==> src/rtl/sign_truncate_sat.sv <==
// sign_truncate_sat
// Streaming signed narrowing stage. Packs a wide two's-complement sample
// back into a narrow bus word, either saturating or wrapping out-of-range
// values, and flags each such sample with ovf. Samples pass through a
// valid/ready stage made of an output register plus one skid entry, so the
// upstream in_ready can be registered without losing throughput.
//
// Ports
//   clk        rising-edge clock
//   rst_n      asynchronous active-low reset
//   in_valid   input sample valid
//   in_ready   stage can accept (registered; low exactly when skid is full)
//   a          signed input sample, NUM_INPUTS bits
//   out_valid  output sample valid
//   out_ready  downstream accepts
//   z          narrowed signed sample, NUM_OUTPUTS bits
//   ovf        z came from an out-of-range input; travels with z
//   ovf_count  saturating count of delivered samples with ovf=1
//   clr_count  synchronous clear of ovf_count (wins over an increment)

module sign_truncate_sat #(
    parameter int NUM_INPUTS  = 32,
    parameter int NUM_OUTPUTS = 16,
    parameter int SAT_EN      = 1,
    parameter int CNT_WIDTH   = 8
) (
    input  logic                   clk,
    input  logic                   rst_n,
    input  logic                   in_valid,
    output logic                   in_ready,
    input  logic [NUM_INPUTS-1:0]  a,
    output logic                   out_valid,
    input  logic                   out_ready,
    output logic [NUM_OUTPUTS-1:0] z,
    output logic                   ovf,
    output logic [CNT_WIDTH-1:0]   ovf_count,
    input  logic                   clr_count
);

    generate
        if (NUM_INPUTS <= NUM_OUTPUTS) begin : g_bad_width
            $error("sign_truncate_sat: NUM_INPUTS must be greater than NUM_OUTPUTS");
        end
        if (NUM_OUTPUTS < 2) begin : g_bad_out_width
            $error("sign_truncate_sat: NUM_OUTPUTS must be at least 2");
        end
    endgenerate

    // The bits that must all equal the result sign bit for the value to fit.
    localparam int TOP_W = NUM_INPUTS - NUM_OUTPUTS + 1;

    logic [TOP_W-1:0]       top_bits;
    logic                   ovf_in;
    logic [NUM_OUTPUTS-1:0] res;

    logic                   out_valid_q, out_valid_d;
    logic [NUM_OUTPUTS-1:0] z_q, z_d;
    logic                   ovf_q, ovf_d;
    logic                   skid_valid_q, skid_valid_d;
    logic [NUM_OUTPUTS-1:0] skid_z_q, skid_z_d;
    logic                   skid_ovf_q, skid_ovf_d;
    logic                   in_ready_q, in_ready_d;
    logic [CNT_WIDTH-1:0]   cnt_q, cnt_d;

    logic accept;
    logic consume;

    // Narrowing datapath
    always_comb begin
        top_bits = a[NUM_INPUTS-1:NUM_OUTPUTS-1];
        ovf_in   = !((&top_bits) || (~|top_bits));
        res      = a[NUM_OUTPUTS-1:0];
        if (ovf_in && (SAT_EN != 0)) begin
            // Negative overflow -> most negative code, positive -> most positive.
            res = {a[NUM_INPUTS-1], {(NUM_OUTPUTS-1){~a[NUM_INPUTS-1]}}};
        end
    end

    assign accept  = in_valid && in_ready_q;
    assign consume = out_valid_q && out_ready;

    // Output register + skid entry. The output slot frees when it is empty or
    // being consumed; it then takes the skid first (FIFO order), and the new
    // sample lands behind it in the skid.
    always_comb begin
        out_valid_d  = out_valid_q;
        z_d          = z_q;
        ovf_d        = ovf_q;
        skid_valid_d = skid_valid_q;
        skid_z_d     = skid_z_q;
        skid_ovf_d   = skid_ovf_q;

        if (!out_valid_q || consume) begin
            if (skid_valid_q) begin
                out_valid_d  = 1'b1;
                z_d          = skid_z_q;
                ovf_d        = skid_ovf_q;
                skid_valid_d = accept;
                if (accept) begin
                    skid_z_d   = res;
                    skid_ovf_d = ovf_in;
                end
            end else begin
                out_valid_d = accept;
                if (accept) begin
                    z_d   = res;
                    ovf_d = ovf_in;
                end
            end
        end else if (accept) begin
            // Output stalled; skid is known empty because in_ready was high.
            skid_valid_d = 1'b1;
            skid_z_d     = res;
            skid_ovf_d   = ovf_in;
        end

        in_ready_d = !skid_valid_d;
    end

    always_comb begin
        cnt_d = cnt_q;
        if (clr_count) begin
            cnt_d = '0;
        end else if (consume && ovf_q && (cnt_q != {CNT_WIDTH{1'b1}})) begin
            cnt_d = cnt_q + 1'b1;
        end
    end

    // in_ready resets low so it first rises on the edge after reset release.
    always_ff @(posedge clk or negedge rst_n) begin
        if (!rst_n) begin
            out_valid_q  <= 1'b0;
            z_q          <= '0;
            ovf_q        <= 1'b0;
            skid_valid_q <= 1'b0;
            skid_z_q     <= '0;
            skid_ovf_q   <= 1'b0;
            in_ready_q   <= 1'b0;
            cnt_q        <= '0;
        end else begin
            out_valid_q  <= out_valid_d;
            z_q          <= z_d;
            ovf_q        <= ovf_d;
            skid_valid_q <= skid_valid_d;
            skid_z_q     <= skid_z_d;
            skid_ovf_q   <= skid_ovf_d;
            in_ready_q   <= in_ready_d;
            cnt_q        <= cnt_d;
        end
    end

    assign out_valid = out_valid_q;
    assign z         = z_q;
    assign ovf       = ovf_q;
    assign in_ready  = in_ready_q;
    assign ovf_count = cnt_q;

endmodule
==> config.mk <==
export PLATFORM = sky130hd
export DESIGN_NAME = sign_truncate_sat
export DESIGN_NICKNAME = d
export VERILOG_FILES = /design/src/rtl/sign_truncate_sat.sv
export SDC_FILE = /design/constraint.sdc
export NUM_CORES = 1
export LEC_CHECK = 0
export BUFFER_PORTS_ARGS = -buffer_cell sky130_fd_sc_hd__buf_2
export CORE_ASPECT_RATIO = 0.8
export CORE_MARGIN = 2
export CORE_UTILIZATION = 51
export CTS_CLUSTER_SIZE = 10
export DETAILED_ROUTE_END_ITERATION = 10
export MAX_ROUTING_LAYER = met4
export PLACE_DENSITY = 0.78
export SETUP_SLACK_MARGIN = 0.2
export SLEW_MARGIN = 0
export SYNTH_ARGS = -nofsm -noshare
export SYNTH_HDL_FRONTEND = slang
export SYNTH_SLANG_ARGS = --single-unit
==> constraint.sdc <==
create_clock -name clk -period 2.15 [get_ports clk]
set_input_delay 0.1075 -clock clk [delete_from_list [all_inputs] [get_ports clk]]
set_output_delay 0.1075 -clock clk [all_outputs]
set_load 0.1 [all_outputs]
; Yosys cells after proc, flatten, opt, wreduce, memory -nomap -nowiden
; Index checks and enable logic that the tools add are counted.
[totals]
register_bits = 45
inputBits = 37
[op_classes]
n_addsub = 1
eq_ne = 2
n_mux = 17
bitwise_logic = 1
n_reduce_logical = 15
[ops]
columns = cell, count
row1 = 2-to-1 mux 16 bit, 6
row2 = AND reduction 17 bit, 1
row3 = OR reduction 17 bit, 1
row4 = 2-to-1 mux 8 bit, 2
row5 = 2-to-1 mux 1 bit, 9
row6 = adder 8 x 1 -> 8 bit (second input constant), 1
row7 = != test 8 bit (second input constant), 1
row8 = logical AND 1 bit, 4
row9 = zero test 1 bit, 4
row10 = nonzero test 2 bit, 2
row11 = logical OR 1 bit, 2
row12 = != test 2 bit (second input constant), 1
row13 = AND reduction 2 bit, 1
row14 = NOT 1 bit, 1

; Depth between registers and ports, before layout
[depth]
word_depth = 7
ltp_mapped = 6

; Worst setup path after synthesis
; No wires, ideal clock.
[synth_path]
kind = flip-flop to flip-flop
startpoint = reg out_valid_q (netlist: out_valid)
endpoint = reg skid_z_q[0]
setup_time_ns = 0.079
arrival_ns = 2.091
setup_slack_ns = -0.020
path_stages_with_launch = 7
n_path_buf = 2
cell_sequence = dfrtp_1 -> nor2b_2 -> clkbuf_2 -> nor2_2 -> nor2_1 -> buf_4 -> a2bb2oi_1
[synth_between]
elab_chain_len = 3
[synth_lines]
columns = element, line_no
row1 = from (decl), 56  ; logic out_valid_q, out_valid_d;
row2 = from (signal assigned), 141  ; out_valid_q <= out_valid_d;
row3 = zero test 1 bit / logical AND 1 bit (equally long branches), "93, 80"
row4 = logical OR 1 bit (*), 93  ; if (!out_valid_q || consume) begin
row5 = != test 2 bit (no line) / 2-to-1 mux 16 bit (equally long branches), --
row6 = to (signal assigned), 145  ; skid_z_q <= skid_z_d;
row7 = to (decl), 60  ; logic [NUM_OUTPUTS-1:0] skid_z_q, skid_z_d;
; Every way passes the cells marked *; elsewhere a longest branch is shown, timed or not.
; A chain may end at the register's enable or synchronous reset.

; Worst setup path after layout
; Ends and elaborated chain as after synthesis.

==> impl_metrics.toml <==
[setup_path]
end_kind = "register"
critPathMaxStageDelay_ns = 0.40
critPathKind = "register to register"
cp.buffers_inverters = 2
cp_top_family = "simple AND/OR/NAND/NOR gates"
cpMostUsedCell = "buf_4"
cp_cell_sequence = "nor2b_2 -> buf_4 -> nor2_2 -> nor2_1 -> buf_4 -> a2bb2oi_1"
cp_max_fo = 15
start_kind = "register"
arrival_ns = 1.94
slowest_stage = "nor2b_2"
crit_required_ns = 2.36

[pwr]
swShare_pct = 52.9
peakVddDrop_uv = 829
p_sw_mw = 2.20
internal-power_mw = 1.96
p_leak_nw = 1.12
p_per_area_nw_per_um2 = 1540
pwr-share-clk_pct = 11.9
seqPwrFrac_pct = 33.4
combPwrFrac_pct = 54.7

[timing]
tightest_slew_ns = 0.618
min_period_ns = 1.73
hold_violations = 0
slew_headroom_pct = 58.8
finalSetupTns_ns = 0
timing.hold.ws_ns = 0.0622
fin_crit_sh_pct = 80.6
max_freq_mhz = 577
setup_violations = 0
skew_ns = 0.00483
drv_slew = 0
rsz0062_at_grt = "false"

[route]
detail_route.wirelength_um = 4620
wl_per_cell_um = 14.2
drc = 0
routed-via-count = 1784
first_iter_violations = 94
postRouteAntennaNets = 0
viasPerCell = 5.47
first_pass_iters = 4

[final_layout]
final_cell_mix = "buf_2 (63), dfrtp_1 (36), nand2_1 (22), o21ai_0 (17), a2bb2oi_1 (15)"
area_delta_synth_final_pct = 22.3
final_common_cell = "buf_2"
diodes = 0
fill_cells = 363
fin_nets = 306
drive_gt1_share_pct = 45.7

[run]
max_cap_viol_count = 0

[min_path]
hold_class = "input pin to register"

[synthesis]
yosysTopAreaCellShare_pct = 51.2
ys_async_sr_fraction_pct = 100
ys_ff_latch = 45
syn_area_per_cell_um2 = 11.0
netlist-cell-type-count = 37
synth_area_um2 = 2200
synth-edff-count = 0
synth_cells = 199
syn-num-nets = 237
synth_area_leaders = "dfrtp_1 (51%), a2bb2oi_1 (6.0%), or3b_2 (5.6%)"
yosys.area.top_type = "dfrtp_1"
dominantRegCellSynth = "dfrtp_1"
synth_seq_area_share_pct = 51.2
ys_warn_count = 0

[cts]
cts_buffers = 5
htree_levels = 2
clock-sinks = 45
cts_tree = "built"
clk_pin_slew_ns = 0.08
postCtsSetupBuffers = 0
clock_latency_ns = 0.30
cts_buffer_depth = 2
cts_root_buffer = "clkbuf_8"

[global_route]
antenna_found_initial = 0
overflow = 0
grt_pass1_wl_um = 7950
grt_max_degree = 28
track_usage_pct = 21.7
grt_pass1_vias = 1697

[floorplanning]
rows = 21
num_io_pins = 64
core_area_um2 = 4150
initial_core_util_pct = 53.0
die_y_um = 62.7
die_width_um = 77.4
die_area_um2 = 4850

[place]
dpl.hpwl_um = 3360
gp_congestion = 0.809
portBuffers = 63

[status]
outcome = "completed"
[state kept, by name (all words and copies together) (netlist names)]
register      count
skid_z_q         16
z                16
ovf_count         8
in_ready          1
out_valid         1
ovf               1
skid_ovf_q        1
skid_valid_q      1
[power groups by stage]
stage / combinational, mW / sequential (mW) / clock, mW
2_1_floorplan: 0.740 / 2.50 / 0
3_3_place_gp: 2.24 / 1.39 / 0
3_5_place_dp: 2.28 / 1.40 / 0
4_1_cts: 2.28 / 1.39 / 0.512
5_1_grt: 2.40 / 1.44 / 0.552
6_report: 2.27 / 1.39 / 0.494
[stage by stage]
| step | utilization [%] | power, mW | instance area, um2 | setup slack (ns) | cells |
|---|---|---|---|---|---|
| finish | 64.7 | 4.15 | 2690 | 0.416 | 326 |
| global route | 64.7 | 4.39 | 2690 | 0.280 | 326 |
| CTS | 64.7 | 4.18 | 2690 | 0.417 | 326 |
| detailed placement | 62.5 | 3.67 | 2590 | 0.487 | 317 |
| global placement | 62.5 | 3.64 | 2590 | 0.545 | 317 |
| floorplan | - | 3.24 | 2210 | 0.248 | 199 |
[cell usage after synthesis (all sizes together) (2+ instances only)]
cell and number:
xnor2 6, buf 7, a211oi 2, nand3 5, mux2i 3, a2111oi 2
inv 3, nand2 22, a21oi 19, dfrtp 45, or4 2, nor4 5
o41ai 2, a2bb2oi 15, o21ai 17, nor2 12, clkbuf 3, or3b 15
nand4 5
[cells by family (layout without fill, tap and decap cells)]
| kind of cell | after synthesis | after routing | synth area share (%) |
|---|---|---|---|
| AO/OA/AOI/OAI | 60 | 60 | 20.7 |
| XOR/XNOR | 6 | 6 | 2.39 |
| adder cells (fa/ha/maj) | 1 | 1 | 0.569 |
| buffers and inverters | 13 | 83 | 3.30 |
| flip-flops | 45 | 45 | 51.2 |
| multiplexers | 4 | 4 | 1.88 |
| AND/OR/NAND/NOR | 70 | 70 | 20.0 |
[cell type report]
type	instances	area [um2]	area share [%]
repair buffers	72	385	14.3
multi-input cells	141	1000	37.2
inverters	3	11.3	0.419
well taps	57	71.3	2.65
clock inverters	2	10.0	0.372
clock buffers	6	72.6	2.70
flip-flops and latches	45	1140	42.3
[path summary, 6_finish.rpt]
check	start	endpoint	slack, ns	cells after the start
setup / recovery	out_valid$_DFFE_PN0N_	skid_z_q[0]$_DFFE_PN0P_	0.42	6
min in group asynchronous	rst_n	z[2]$_DFFE_PN0P_	0.33	2
max in group asynchronous	rst_n	skid_z_q[15]$_DFFE_PN0P_	1.15	3
hold reg to reg	skid_ovf_q$_DFFE_PN0P_	skid_ovf_q$_DFFE_PN0P_	0.49	2
hold / removal	clr_count	ovf_count[6]$_DFFE_PN0P_	0.06	2
setup reg to reg	out_valid$_DFFE_PN0N_	skid_z_q[0]$_DFFE_PN0P_	0.42	6
[metal layers]
| layer | vias up | track usage, % | part of all wire (%) |
|---|---|---|---|
| met5 | - | - | 0 |
| met4 | 0 | 9.38 | 1.5 |
| met3 | 6 | 4.19 | 6.3 |
| met2 | 54 | 31.2 | 43 |
| met1 | 850 | 30.1 | 49 |
| li1 | 874 | - | - |
[what timing repair did]
| item | CTS | global route |
|---|---|---|
| resized for setup | 0 | 0 |
| hold buffers | 1 | 0 |
| setup endpoints to repair | 0 | 0 |
| hold endpoints to repair | 26 | 0 |
(Power assumes the default switching activity.)
